==> config.mk <==
export PLATFORM = sky130hd
export DESIGN_NAME = seg7_scan_ctrl
export DESIGN_NICKNAME = d
export VERILOG_FILES = /design/src/rtl/seg7_scan_ctrl.sv
export SDC_FILE = /design/constraint.sdc
export NUM_CORES = 1
export LEC_CHECK = 0
export CAP_MARGIN = 10
export CORE_ASPECT_RATIO = 0.5
export CORE_UTILIZATION = 45
export DETAILED_ROUTE_END_ITERATION = 16
export GPL_TIMING_DRIVEN = 0
export PLACE_DENSITY = 0.7
export SYNTH_ARGS = -nofsm -noshare
export SYNTH_HDL_FRONTEND = slang
export SYNTH_SLANG_ARGS = --single-unit
==> constraint.sdc <==
create_clock -name clk -period 3.8 [get_ports clk]
set_input_delay 0.57 -clock clk [delete_from_list [all_inputs] [get_ports clk]]
set_output_delay 0.57 -clock clk [all_outputs]
set_load 0.01 [all_outputs]
==> src/rtl/seg7_scan_ctrl.sv <==
// Multiplexed 7-segment scan controller: shadowed digits, BCD/hex decode, leading-zero blanking.
// Optional blink support is compiled in with the SEG7_BLINK_EN macro.
module seg7_scan_ctrl #(
    parameter int NUM_DIGITS = 4,
    parameter int SCAN_DIV   = 1000
) (
    input  logic                    clk,
    input  logic                    rst_n,
    input  logic                    load,
    input  logic [4*NUM_DIGITS-1:0] digits_in,
    input  logic [NUM_DIGITS-1:0]   dp_in,
    input  logic                    hex_mode,
    input  logic                    lzb_en,
`ifdef SEG7_BLINK_EN
    input  logic [NUM_DIGITS-1:0]   blink_mask,
`endif
    output logic [7:0]              seg_out,
    output logic [NUM_DIGITS-1:0]   dig_sel
);

    localparam int IW = $clog2(NUM_DIGITS);
    localparam int PW = $clog2(SCAN_DIV);

    logic [PW-1:0]                cnt_q, cnt_d;
    logic [IW-1:0]                idx_q, idx_d;
    logic [NUM_DIGITS-1:0][3:0]   dig_q, dig_d;
    logic [NUM_DIGITS-1:0]        dp_q, dp_d;
    logic [7:0]                   seg_q, seg_d;
    logic [NUM_DIGITS-1:0]        sel_q, sel_d;
    logic                         tick;
    logic [NUM_DIGITS-1:0]        zero_hi;
    logic                         zacc;
    logic                         blank;
    logic [3:0]                   nib;
`ifdef SEG7_BLINK_EN
    logic [7:0]                   blk_q, blk_d;
    logic                         phase_q, phase_d;
`endif

    function automatic logic [6:0] seg7_decode(input logic [3:0] n, input logic hex);
        case (n)
            4'h0: return 7'h3F;
            4'h1: return 7'h06;
            4'h2: return 7'h5B;
            4'h3: return 7'h4F;
            4'h4: return 7'h66;
            4'h5: return 7'h6D;
            4'h6: return 7'h7D;
            4'h7: return 7'h07;
            4'h8: return 7'h7F;
            4'h9: return 7'h6F;
            4'hA: return hex ? 7'h77 : 7'h40;
            4'hB: return hex ? 7'h7C : 7'h40;
            4'hC: return hex ? 7'h39 : 7'h40;
            4'hD: return hex ? 7'h5E : 7'h40;
            4'hE: return hex ? 7'h79 : 7'h40;
            default: return hex ? 7'h71 : 7'h40;
        endcase
    endfunction

    // Prescaler, digit index and shadow capture
    always_comb begin
        tick  = (cnt_q == PW'(SCAN_DIV - 1));
        cnt_d = tick ? '0 : cnt_q + 1'b1;
        idx_d = idx_q;
        if (tick) idx_d = (idx_q == IW'(NUM_DIGITS - 1)) ? '0 : idx_q + 1'b1;
        dig_d = load ? digits_in : dig_q;
        dp_d  = load ? dp_in : dp_q;
    end

    // zero_hi[i]: digit i and every more-significant digit are zero
    always_comb begin
        zero_hi = '0;
        zacc    = 1'b1;
        for (int i = NUM_DIGITS - 1; i >= 0; i--) begin
            zacc       = zacc && (dig_q[i] == 4'h0);
            zero_hi[i] = zacc;
        end
    end

    always_comb begin
        nib   = dig_q[idx_q];
        blank = lzb_en && (idx_q != '0) && zero_hi[idx_q];
        seg_d = {dp_q[idx_q], blank ? 7'h00 : seg7_decode(nib, hex_mode)};
        sel_d = NUM_DIGITS'(1) << idx_q;
`ifdef SEG7_BLINK_EN
        if (phase_q && blink_mask[idx_q]) seg_d = 8'h00;
        blk_d   = tick ? blk_q + 1'b1 : blk_q;
        phase_d = (tick && blk_q == 8'hFF) ? ~phase_q : phase_q;
`endif
    end

    always_ff @(posedge clk or negedge rst_n) begin
        if (!rst_n) begin
            cnt_q   <= '0;
            idx_q   <= '0;
            dig_q   <= '0;
            dp_q    <= '0;
            seg_q   <= '0;
            sel_q   <= '0;
`ifdef SEG7_BLINK_EN
            blk_q   <= '0;
            phase_q <= 1'b0;
`endif
        end else begin
            cnt_q   <= cnt_d;
            idx_q   <= idx_d;
            dig_q   <= dig_d;
            dp_q    <= dp_d;
            seg_q   <= seg_d;
            sel_q   <= sel_d;
`ifdef SEG7_BLINK_EN
            blk_q   <= blk_d;
            phase_q <= phase_d;
`endif
        end
    end

    assign seg_out = seg_q;
    assign dig_sel = sel_q;

endmodule

==> impl_results.md <==
* Ys Warns at 0
* Placer Congestion at 0.8066
* Number of I/O pins at 37
* Hold WC Path Type: in -> async
* Row cnt at 17
* Latest clock arrival within the worst-skew pair at about 0.30 ns
* Sequential area share after synthesis at 52.19%
* Largest net degree at the start of global routing at 32
* Leak Pwr at approximately 0.0011 uW
* Max-slew violations at 0
* Critical-path cell list: clkbuf_1, inv_1, ha_1, nand3b_1, a211oi_1, a211oi_1
* WL/cell at approximately 14 um
* DRT antenna net count at 0
* CTS tree: yes
* WS Path Type: reg -> reg
* Worst Setup Slack post-DPL at 1.643 ns
* Core area at 0.004446 mm2
* Setup-failing EPs final at 0
* Setup TNS at 0 ns
* CP most frequent cell: a211oi_1
* Clk Tree Root Cell: clkbuf_8
* Port bufs at 35
* Longest Clk Path Bufs at 2
* Post-DP HPWL at 2.834 mm
* Buf/Inv on CP at 2
* Initial antenna violation count at 0
* Fmax at approximately 460 MHz
* Initial DRC count at 46
* Switch share at between 20% and 30%
* Clock sinks at 44
* Slew headroom at between 40% and 50%
* Synth Instances at 170
* Post-synth EDFFs at 0
* Net Count, Synth at 200
* GRT Residual Overflow at 0
* Least-Margin Pin Slew at about 0.83 ns
* TritonCTS buffer count at 5
* Max incr delay on CP at 0.67 ns
* Reg2reg path depth at 6
* Met2 usage at between 20% and 30%
* Reg2reg end: seg_out[3]
* Number of global-route vias before repair at 1,462
* Clock skew at 0.005772 ns
* Via count at 1,452
* GRT Max-Usage Layer: met2
* Fin util at between 60% and 70%
* R2r setup slk at between 1.5 and 2 ns
* Data required, critical path at 3.95 ns
* Via-to-Cell Ratio at 5.358
* Logic pwr share at 16.0%
* Post-Syn Area per Cell at 12.41 um2
* Worst vdd ir at around 150 uV
* Final Hold Fails at 0
* Hold_buf cts at 0
* Met1 usage at 22.97%
* Design area at between 0.002 and 0.003 mm2
* Pint at 820.8 uW
* Placed inst area at 0.002546 mm2
* Total power at 1077 uW
* Setup Fix Bufs, Post-CTS at 0
* Failing checks: design-rule violations
* CP delay by family, top: compound AO/OA/AOI/OAI gates
* Clk network pwr share at 35.4%
* Global-route wire length before repair at slightly below 7 mm
* Remaining routing DRC violations at 2
* Final-stage net count at between 200 and 250
* CTS-repair resized insts at 0
* Starting Density at 47.45%
* Async SR Flop Fraction at 100.0%
* RSZ-0062 raised after global routing: no
* Post-synthesis cell type count at 41
* Setup slack after layout at between 1.5 and 2 ns
* Period utilization at 56.68%
* Clk slew on worst S/H paths at 0.09 ns
* Width of the die at around 99 um
* Layout area overhead at 26.45%
* Post-synthesis instance area at about 0.0021 mm2
* RR Startpoint: idx_q[1]
* Synth top area share at 52.19%
* WP data arrival at ~2.3 ns
* Psw at 256.4 uW
* Ys flop type: dfrtp_1
* Status: complete, but fails checks
* Synthesized flop and latch total at 44
* Die height at 50.42 um
* Min Tclk post-route at roughly 2.2 ns
* Crit. End Element: flip-flop
* Share of layout cells above drive strength 1 at 20.09%
* CP Max Fanout at 9
* Pwr Density at 403.8 mW/mm2
* Total wire length at 3.853 mm
* # diodes at 0
* Synth area leaders: dfrtp_1 52%, mux2_2 11%, mux4_2 4.3%
* Die ar. at approximately 0.005 mm2
* GR Util All Layers at 17.94%
* DR pass1 iterations at 10
* Max-Cap Viols at 0
* Flop pwr share at 48.6%
* Htree depth at 2
* Met3 Use GR at 5.850%
* Slowest cell on the critical path: a211oi_1
* CP startpoint kind: flip-flop
* Most area-hungry cell type in the Yosys netlist: dfrtp_1
how the worst max path moves through the flow:
stage	slack, ns	cells past startpoint	start	to
floorplan	2.04	5	idx_q[0]	seg_out[5]
global placement	1.06	1	rst_n	dp_q[0]
detailed placement	1.64	6	idx_q[1]	seg_out[3]
CTS	1.63	6	idx_q[1]	seg_out[3]
global route	1.41	6	idx_q[1]	seg_out[3]
finish	1.65	6	idx_q[1]	seg_out[3]
sequential cells by signal, summed over array words and instances (netlist names):
name / count
dp_q: 4
idx_q: 2
cnt_q: 10
seg_out: 8
dig_sel: 4
dig_q: 16
power by group through the flow:
stage	combinational, uW	sequential, uW	clock (uW)
floorplan	89.0	534	0
finish	172	524	382
CTS	174	524	393
global route	189	528	410
global placement	168	531	0
detailed placement	173	533	0
layer usage:
layer  wire (um)  vias up
met5           0        -
met2        1789       20
li1            -      698
met1        1884      730
met3         147        4
met4          31        0
synth_stat cells (2+ instances only):
cell type,instances
nor2b_1,6
a21oi_1,11
dfrtp_1,44
nor4_1,6
mux2_1,2
mux4_2,4
nor2_1,10
mux2_2,21
buf_6,4
o21ai_1,3
ha_1,5
xor2_1,3
nand3b_1,3
nor3_1,2
nand3_1,2
inv_1,5
nand2_1,4
xnor2_1,5
a211oi_1,4
o21ai_0,2
clkbuf_1,4
through the flow:
stage          std cells  hold WS (ns)
2_1_floorplan        170        0.2744
3_3_place_gp         262        0.4462
3_5_place_dp         263        0.4648
4_1_cts              271        0.1548
5_1_grt              271        0.1619
6_report             271        0.1555
cells in the final DEF (no fill, tap or decap), drive strengths merged, types with 6 or more instances in the layout:
cell,count
a21oi,11
buf,7
clkbuf,10
clkdlybuf4s50,34
dfrtp,44
mux2,23
nor2,11
nor2b,6
nor4,6
logic make-up after synthesis:
family	after synthesis	share of synthesized area (%)
simple gates	43	11.39
buf+inv	15	4.151
flops	44	52.19
compound gates	26	7.651
fa+ha+maj	6	3.499
xor+xnor	8	3.322
mux	28	17.79
layout make-up:
cell class                 count  area (um2)
timing repair buffer          36       365.4
clock inverter                 2       38.79
clock buffer                   6       82.58
inverter                       6       22.52
multi-input combinational    111       920.9
sequential                    44        1101
buffer                         9       65.06
fill                         359        1778
tap                           57       71.32
No activity file was read; power rests on OpenSTA's default activity.
